## src/rtl/hub75_mon_pkg.sv

```systemverilog
// -----------------------------------------------------------------------------
// hub75_mon_pkg
// Shared definitions for the HUB75 scan monitor:
//   - mon_state_t : run-state encoding used by the monitor FSM
//   - DEF_*       : default geometry, counter width, thresholds and timeout
// No ports (package).
// -----------------------------------------------------------------------------
package hub75_mon_pkg;

    typedef enum logic [1:0] {
        ST_IDLE = 2'd0,
        ST_RUN  = 2'd1,
        ST_PASS = 2'd2,
        ST_FAIL = 2'd3
    } mon_state_t;

    localparam int DEF_ROW_BITS    = 32'd5;
    localparam int DEF_RGB_BITS    = 32'd3;
    localparam int DEF_CNT_W       = 32'd16;
    // 50 ms at a 25 MHz system clock
    localparam int DEF_TIMEOUT_CYC = 32'd1_250_000;
    localparam int DEF_FRAMES_REQ  = 32'd3;
    localparam int DEF_PIX_MIN     = 32'd100;

endpackage

```

## src/rtl/hub75_scan_monitor_sat_counter.sv

```systemverilog
// -----------------------------------------------------------------------------
// sat_counter
// Up-counter that sticks at its all-ones value.
//   i_clk   : clock
//   i_rst   : synchronous active-high reset (count -> 0)
//   i_clr   : synchronous clear (count -> 0)
//   i_inc   : increment request, ignored once saturated
//   o_count : current count (registered)
// -----------------------------------------------------------------------------
module sat_counter #(
    parameter int W = 16
) (
    input  logic         i_clk,
    input  logic         i_rst,
    input  logic         i_clr,
    input  logic         i_inc,
    output logic [W-1:0] o_count
);

    localparam logic [W-1:0] L_MAX = {W{1'b1}};
    localparam logic [W-1:0] L_ONE = {{(W-1){1'b0}}, 1'b1};

    logic [W-1:0] r_count;

    // Count register: reset/clear first, then saturating increment
    always_ff @(posedge i_clk) begin
        if (i_rst) begin
            r_count <= {W{1'b0}};
        end else if (i_clr) begin
            r_count <= {W{1'b0}};
        end else if (i_inc && (r_count != L_MAX)) begin
            r_count <= r_count + L_ONE;
        end else begin
            r_count <= r_count;
        end
    end

    assign o_count = r_count;

endmodule

```

## src/rtl/hub75_scan_monitor.sv

```systemverilog
// -----------------------------------------------------------------------------
// hub75_scan_monitor
// Watches a HUB75 panel bus for one run (start -> PASS/FAIL): counts frames
// (row address wrapping to 0), lit-pixel events and row-sequence violations.
// Ports:
//   clk, rst            : system clock, synchronous active-high reset
//   start               : one-cycle run request (ignored while running)
//   LP_CLK, NOE, ROW,
//   RGB0, RGB1          : panel bus, registered once before use
//   frame_count         : frames seen in the current run
//   pixel_count         : lit-pixel events (saturating)
//   row_err_count       : row-sequence violations (saturating)
//   frame_pulse         : one-cycle strobe per detected frame
//   busy/done/pass/fail : registered run status
// -----------------------------------------------------------------------------
module hub75_scan_monitor
    import hub75_mon_pkg::*;
#(
    parameter int ROW_BITS    = DEF_ROW_BITS,
    parameter int RGB_BITS    = DEF_RGB_BITS,
    parameter int CNT_W       = DEF_CNT_W,
    parameter int TIMEOUT_CYC = DEF_TIMEOUT_CYC,
    parameter int FRAMES_REQ  = DEF_FRAMES_REQ,
    parameter int PIX_MIN     = DEF_PIX_MIN,
    parameter int PIX_MODE    = 32'd0,
    parameter int STRICT      = 32'd0
) (
    input  logic                clk,
    input  logic                rst,
    input  logic                start,
    input  logic                LP_CLK,
    input  logic                NOE,
    input  logic [ROW_BITS-1:0] ROW,
    input  logic [RGB_BITS-1:0] RGB0,
    input  logic [RGB_BITS-1:0] RGB1,
    output logic [CNT_W-1:0]    frame_count,
    output logic [CNT_W-1:0]    pixel_count,
    output logic [CNT_W-1:0]    row_err_count,
    output logic                frame_pulse,
    output logic                busy,
    output logic                done,
    output logic                pass,
    output logic                fail
);

    localparam int TO_W = $clog2(TIMEOUT_CYC + 1);

    localparam logic [TO_W-1:0]     L_TO_LAST    = TO_W'(TIMEOUT_CYC - 1);
    localparam logic [TO_W-1:0]     L_TO_ONE     = {{(TO_W-1){1'b0}}, 1'b1};
    localparam logic [ROW_BITS-1:0] L_ROW_ONE    = {{(ROW_BITS-1){1'b0}}, 1'b1};
    localparam logic [ROW_BITS-1:0] L_ROW_ZERO   = {ROW_BITS{1'b0}};
    localparam logic [ROW_BITS-1:0] L_ROW_ONES   = {ROW_BITS{1'b1}};
    localparam logic [CNT_W-1:0]    L_FRAMES_REQ = CNT_W'(FRAMES_REQ);
    localparam logic [CNT_W-1:0]    L_PIX_MIN    = CNT_W'(PIX_MIN);
    localparam logic [CNT_W-1:0]    L_CNT_ZERO   = {CNT_W{1'b0}};

    // Registered copies of the panel bus; r_lp_clk_d is one more stage for edge detect
    logic                r_lp_clk;
    logic                r_lp_clk_d;
    logic                r_noe;
    logic [ROW_BITS-1:0] r_row;
    logic [RGB_BITS-1:0] r_rgb0;
    logic [RGB_BITS-1:0] r_rgb1;

    mon_state_t          r_state;
    mon_state_t          w_state_nxt;
    logic [ROW_BITS-1:0] r_last_row;
    logic                r_first_chg;   // next row change is exempt from the sequence check
    logic [TO_W-1:0]     r_timeout;
    logic                r_frame_pulse;
    logic                r_busy;
    logic                r_done;
    logic                r_pass;
    logic                r_fail;

    logic w_run;
    logic w_clr;
    logic w_lit;
    logic w_lp_rise;
    logic w_pix_evt;
    logic w_row_chg;
    logic w_frame_det;
    logic w_row_err;
    logic w_pass_cond;
    logic w_fail_cond;

    // Panel input register stage
    always_ff @(posedge clk) begin
        if (rst) begin
            r_lp_clk   <= 1'b0;
            r_lp_clk_d <= 1'b0;
            r_noe      <= 1'b1;
            r_row      <= L_ROW_ZERO;
            r_rgb0     <= {RGB_BITS{1'b0}};
            r_rgb1     <= {RGB_BITS{1'b0}};
        end else begin
            r_lp_clk   <= LP_CLK;
            r_lp_clk_d <= r_lp_clk;
            r_noe      <= NOE;
            r_row      <= ROW;
            r_rgb0     <= RGB0;
            r_rgb1     <= RGB1;
        end
    end

    assign w_run       = (r_state == ST_RUN);
    // A start request is accepted in every state except RUN
    assign w_clr       = start && !w_run;
    assign w_lit       = !r_noe && ((r_rgb0 | r_rgb1) != {RGB_BITS{1'b0}});
    assign w_lp_rise   = r_lp_clk && !r_lp_clk_d;
    assign w_pix_evt   = (PIX_MODE != 0) ? (w_lit && w_lp_rise) : w_lit;
    assign w_row_chg   = (r_row != r_last_row);
    assign w_frame_det = w_run && (r_row == L_ROW_ZERO) && (r_last_row != L_ROW_ZERO);
    // Expected successor wraps naturally within ROW_BITS
    assign w_row_err   = w_run && w_row_chg && !r_first_chg && (r_row != (r_last_row + L_ROW_ONE));
    assign w_pass_cond = (frame_count >= L_FRAMES_REQ) && (pixel_count > L_PIX_MIN);
    assign w_fail_cond = (r_timeout == L_TO_LAST) ||
                         ((STRICT != 0) && (row_err_count != L_CNT_ZERO));

    // FSM state register
    always_ff @(posedge clk) begin
        if (rst) begin
            r_state <= ST_IDLE;
        end else begin
            r_state <= w_state_nxt;
        end
    end

    // FSM next state; PASS is checked before FAIL so it wins a tie
    always_comb begin
        w_state_nxt = r_state;
        case (r_state)
            ST_IDLE: begin
                if (start) w_state_nxt = ST_RUN;
                else       w_state_nxt = ST_IDLE;
            end
            ST_RUN: begin
                if (w_pass_cond)      w_state_nxt = ST_PASS;
                else if (w_fail_cond) w_state_nxt = ST_FAIL;
                else                  w_state_nxt = ST_RUN;
            end
            ST_PASS, ST_FAIL: begin
                if (start) w_state_nxt = ST_RUN;
                else       w_state_nxt = r_state;
            end
            default: w_state_nxt = ST_IDLE;
        endcase
    end

    // Status outputs decoded from the next state so they line up with r_state
    always_ff @(posedge clk) begin
        if (rst) begin
            r_busy <= 1'b0;
            r_done <= 1'b0;
            r_pass <= 1'b0;
            r_fail <= 1'b0;
        end else begin
            r_busy <= (w_state_nxt == ST_RUN);
            r_done <= (w_state_nxt == ST_PASS) || (w_state_nxt == ST_FAIL);
            r_pass <= (w_state_nxt == ST_PASS);
            r_fail <= (w_state_nxt == ST_FAIL);
        end
    end

    // Row history: all ones at run start so row 0 immediately counts as a frame
    always_ff @(posedge clk) begin
        if (rst) begin
            r_last_row  <= L_ROW_ONES;
            r_first_chg <= 1'b1;
        end else if (w_clr) begin
            r_last_row  <= L_ROW_ONES;
            r_first_chg <= 1'b1;
        end else if (w_run) begin
            r_last_row  <= r_row;
            r_first_chg <= r_first_chg && !w_row_chg;
        end else begin
            r_last_row  <= r_last_row;
            r_first_chg <= r_first_chg;
        end
    end

    // Run timeout counter
    always_ff @(posedge clk) begin
        if (rst) begin
            r_timeout <= {TO_W{1'b0}};
        end else if (w_clr) begin
            r_timeout <= {TO_W{1'b0}};
        end else if (w_run) begin
            r_timeout <= r_timeout + L_TO_ONE;
        end else begin
            r_timeout <= r_timeout;
        end
    end

    // Frame strobe, aligned with the frame_count increment
    always_ff @(posedge clk) begin
        if (rst) begin
            r_frame_pulse <= 1'b0;
        end else begin
            r_frame_pulse <= w_frame_det;
        end
    end

    sat_counter #(.W(CNT_W)) u_frame_cnt (
        .i_clk   (clk),
        .i_rst   (rst),
        .i_clr   (w_clr),
        .i_inc   (w_frame_det),
        .o_count (frame_count)
    );

    sat_counter #(.W(CNT_W)) u_pixel_cnt (
        .i_clk   (clk),
        .i_rst   (rst),
        .i_clr   (w_clr),
        .i_inc   (w_run && w_pix_evt),
        .o_count (pixel_count)
    );

    sat_counter #(.W(CNT_W)) u_row_err_cnt (
        .i_clk   (clk),
        .i_rst   (rst),
        .i_clr   (w_clr),
        .i_inc   (w_row_err),
        .o_count (row_err_count)
    );

    assign frame_pulse = r_frame_pulse;
    assign busy        = r_busy;
    assign done        = r_done;
    assign pass        = r_pass;
    assign fail        = r_fail;

endmodule

```

## config.mk

```make
export PLATFORM = sky130hd
export DESIGN_NAME = hub75_scan_monitor
export DESIGN_NICKNAME = d
export VERILOG_FILES = /design/src/rtl/hub75_mon_pkg.sv /design/src/rtl/hub75_scan_monitor_sat_counter.sv /design/src/rtl/hub75_scan_monitor.sv
export SDC_FILE = /design/constraint.sdc
export NUM_CORES = 1
export LEC_CHECK = 0
export ABC_AREA = 1
export BUFFER_PORTS_ARGS = -buffer_cell sky130_fd_sc_hd__buf_4
export CAP_MARGIN = 25
export CORE_MARGIN = 10
export CORE_UTILIZATION = 45
export CTS_BUF_LIST = sky130_fd_sc_hd__clkbuf_4
export DETAILED_ROUTE_END_ITERATION = 10
export MAX_ROUTING_LAYER = met4
export REMOVE_ABC_BUFFERS = 1
export SLEW_MARGIN = 30
export SYNTH_ARGS = -nofsm -noshare
export SYNTH_HDL_FRONTEND = slang
export SYNTH_HIERARCHICAL = 1
export SYNTH_SLANG_ARGS = --single-unit
```

## constraint.sdc

```tcl
create_clock -name clk -period 2.87 [get_ports clk]
set_input_delay 0.4305 -clock clk [delete_from_list [all_inputs] [get_ports clk]]
set_output_delay 0.4305 -clock clk [all_outputs]
set_load 0.05 [all_outputs]
```

==> run summary <==
LAYOUT
-------------------------------------------------------------------------------------------------
Area growth from synthesis to final layout                                                  14.1%
Commonest non-fill, non-tap cells in the layout                                      nand2_1, nor2_1, inv_1, dfxtp_1, buf_4
Combined flip-flop and latch cell area                                                   1860 um2
Number of standard cells in the final layout excluding fillers                              1,022
Footprint of the multi-input gates                                                       2950 um2
Fraction of final layout cells with drive strength greater than 1                           0.171
Count of nets after finishing                                                                 897
Filler cell count in the final layout                                                       1,185
Leading cell type in the layout, fill and taps excluded                                   nand2_1

POWER AND IR DROP
-------------------------------------------------------------------------------------------------
Pleak                                                                                     2.71 nW
Worst vdd ir                                                                             0.227 mV
Pwr/cell area                                                                          369 nW/um2

PLACED DESIGN
-------------------------------------------------------------------------------------------------
Final estimated routing congestion in global placement                                      0.873
Number of port buffers                                                                         67
Post-detailed-placement half-perimeter wirelength                                         9330 um
Number of instances in the placed design                                                    1,007

TIMING
-------------------------------------------------------------------------------------------------
Setup-violating endpoint count in the final report                                              0
Headroom to the max-slew limit                                                              0.722
Clock skew                                                                              0.0200 ns
Portion of the clock cycle consumed by the worst path in the final layout                   0.853
Final Max Tran Viols                                                                            0
Unrepaired setup endpoints after global routing                                             false
Setup tns final                                                                              0 ns
Transition time at the pin with the least slew margin                                    0.415 ns
Achievable Freq                                                                           409 MHz
Time the worst path needs with I/O delays and setup                                       2.45 ns
Endpoints failing hold                                                                          0

SETUP PATH
-------------------------------------------------------------------------------------------------
Data required time of the critical path                                                   3.27 ns
Biggest fanout along the worst timing path                                                      5
Category of the critical setup timing path                                                reg2reg
Worst setup SP type                                                                      register
R2r setup slk                                                                             0.42 ns
Category of the worst setup path capture point                                           register
Arrival @ worst endpoint                                                                  2.85 ns

FLOORPLANNING
-------------------------------------------------------------------------------------------------
Horizontal die dimension                                                                   128 um
Initial cell density of the core                                                            0.462
Top-Level Pins                                                                                 69
Chip Height                                                                                128 um
Number of rows in the core area                                                                39
Full die area                                                                          16,500 um2
Core ar.                                                                               11,500 um2

ROUTING
-------------------------------------------------------------------------------------------------
WL final                                                                                12,200 um
Number of DRC markers in iteration 0                                                          251
Detail-routed via count per cell                                                             4.83
ANT nets after route                                                                            0
Routed wirelength normalized by instance count                                            12.0 um
Vias after detailed routing                                                                 4,939
Post-route DRC                                                                                  0
Number of detailed-routing iterations run before antenna repair                                 4

CLOCKING
-------------------------------------------------------------------------------------------------
Post-cts hold buffer count                                                                      0
CTS Root Cell                                                                            clkbuf_4
Clock tree from TritonCTS                                                                   built
Cells resized by post-CTS repair                                                                0
H-tree level count                                                                              3
Number of clock sinks                                                                          93
Max Buffers Root-to-Sink                                                                        2
Reg clk slew, reported paths                                                              0.13 ns
Worst-Skew Late Latency                                                                   0.47 ns
CTS buffer count                                                                                9
Post-CTS setup-driven buffer insertion count                                                    0

HOLD PATH
-------------------------------------------------------------------------------------------------
Path category of the worst min-delay check                                                 in2reg

YOSYS
-------------------------------------------------------------------------------------------------
Number of synthesized register bits                                                            93
Yosys warnings                                                                                  6
Share of the yosys chip area belonging to registers                                         0.352
Netlist Area Pre-Place                                                                   5290 um2
Gate count after technology mapping                                                           804
Number of distinct library cell variants in the gate-level netlist after synthesis             37
FFs w/ async S/R, synth                                                                         0
Primary FF master, synth                                                                  dfxtp_1
Post-Syn Area per Cell                                                                   6.58 um2
Post-synth EDFFs                                                                                0

GRT
-------------------------------------------------------------------------------------------------
Vias in the first global route                                                              4,656
Antenna violations before repair                                                                1
Global-route usage over all layers                                                          0.155
First-pass GRT wire length                                                              21,000 um
Overall overflow remaining after global route                                                   0
Maximum number of pins on one net before global-route repair                                   22

OUTCOME
-------------------------------------------------------------------------------------------------
Run status                                                                           finished, final reports clean

RUN
-------------------------------------------------------------------------------------------------
Max_cap viols                                                                                   0

critical path, cell delays in order (launching register included):
cell and delay [ns]:
dfxtp_1 0.44, inv_1 0.06, ha_1 0.30, xnor2_1 0.12, and2_1 0.15, nand3_1 0.06, nor3_1 0.05, nor2_1 0.33
inv_2 0.11, nor2_1 0.25, and2_2 0.24, nand3_1 0.08, nand2_1 0.07, inv_1 0.04, nor2_1 0.08
path summary, 6_finish.rpt:
check	depth (start not counted)	to	start
max	14	u_row_err_cnt/o_count[10]	r_last_row[0]
min	2	r_noe	NOE
max reg2reg	14	u_row_err_cnt/o_count[10]	r_last_row[0]
min reg2reg	2	r_first_chg	r_first_chg
kinds of logic after synthesis:
kind of cell,Yosys count,share of synthesized area
adders and majority gates,6,0.0142
buffers and inverters,114,0.0915
xor gates and xnor gates,12,0.0199
and+or+nand+nor,525,0.469
AOI/OAI and AO/OA,54,0.0539
DFF,93,0.352
final cells by class:
type	count	area share
well taps	143	0.0296
clock buffers	11	0.0137
repair buffers	73	0.0908
flip-flops and latches	93	0.308
inverters	101	0.0628
clock inverters	3	0.00642
diodes	1	0.000414
multi-input cells	597	0.488
per-layer routing:
layer  global-route usage  vias to the layer above  routed length [um]
met5                    -                        -                   0
met4               0.0589                        0                 192
met3               0.0304                       14                 529
met2                0.248                       69                5680
met1                0.188                     2220                5840
li1                     -                     2636                   -
flip-flops by register name, summed over array words and instances (netlist names):
register / cells
pass: 1
r_rgb1: 3
r_timeout: 21
r_state: 2
r_last_row: 5
busy: 1
r_row: 5
u_row_err_cnt/o_count: 16
r_noe: 1
u_frame_cnt/o_count: 16
fail: 1
r_rgb0: 3
r_first_chg: 1
u_pixel_cnt/o_count: 16
frame_pulse: 1
Yosys cell counts, types with 7 or more instances:
cell type,number,area [um2]
nor2_1,176,661
a21oi_1,33,165
inv_1,96,360
nor2_2,18,113
nand3_1,60,300
dfxtp_1,93,1860
nand2_1,206,773
o21ai_0,12,60.1
xor2_1,7,61.3
nand4_1,8,50.1
nor2_4,14,158
per-stage QoR:
step / area [um2] / total power [mW] / util / hold WS (ns) / setup WS (ns)
floorplan: 5190 / 1.48 / - / 0.410 / 0.699
global placement: 5910 / 1.55 / 0.516 / 0.420 / 0.526
detailed placement: 5910 / 1.55 / 0.516 / 0.428 / 0.448
CTS: 6040 / 2.27 / 0.526 / 0.124 / 0.424
global route: 6040 / 2.34 / 0.527 / 0.138 / 0.169
finish: 6040 / 2.23 / 0.527 / 0.158 / 0.423
where the power goes:
group | internal, mW | leakage (nW) | total (mW) | switching [mW]
registers | 1.31 | 0.755 | 1.33 | 0.0162
logic | 0.0738 | 1.89 | 0.193 | 0.119
clock network | 0.273 | 0.0702 | 0.710 | 0.437
total | 1.66 | 2.71 | 2.23 | 0.572
Note: power is estimated with default switching activity, not from simulation.
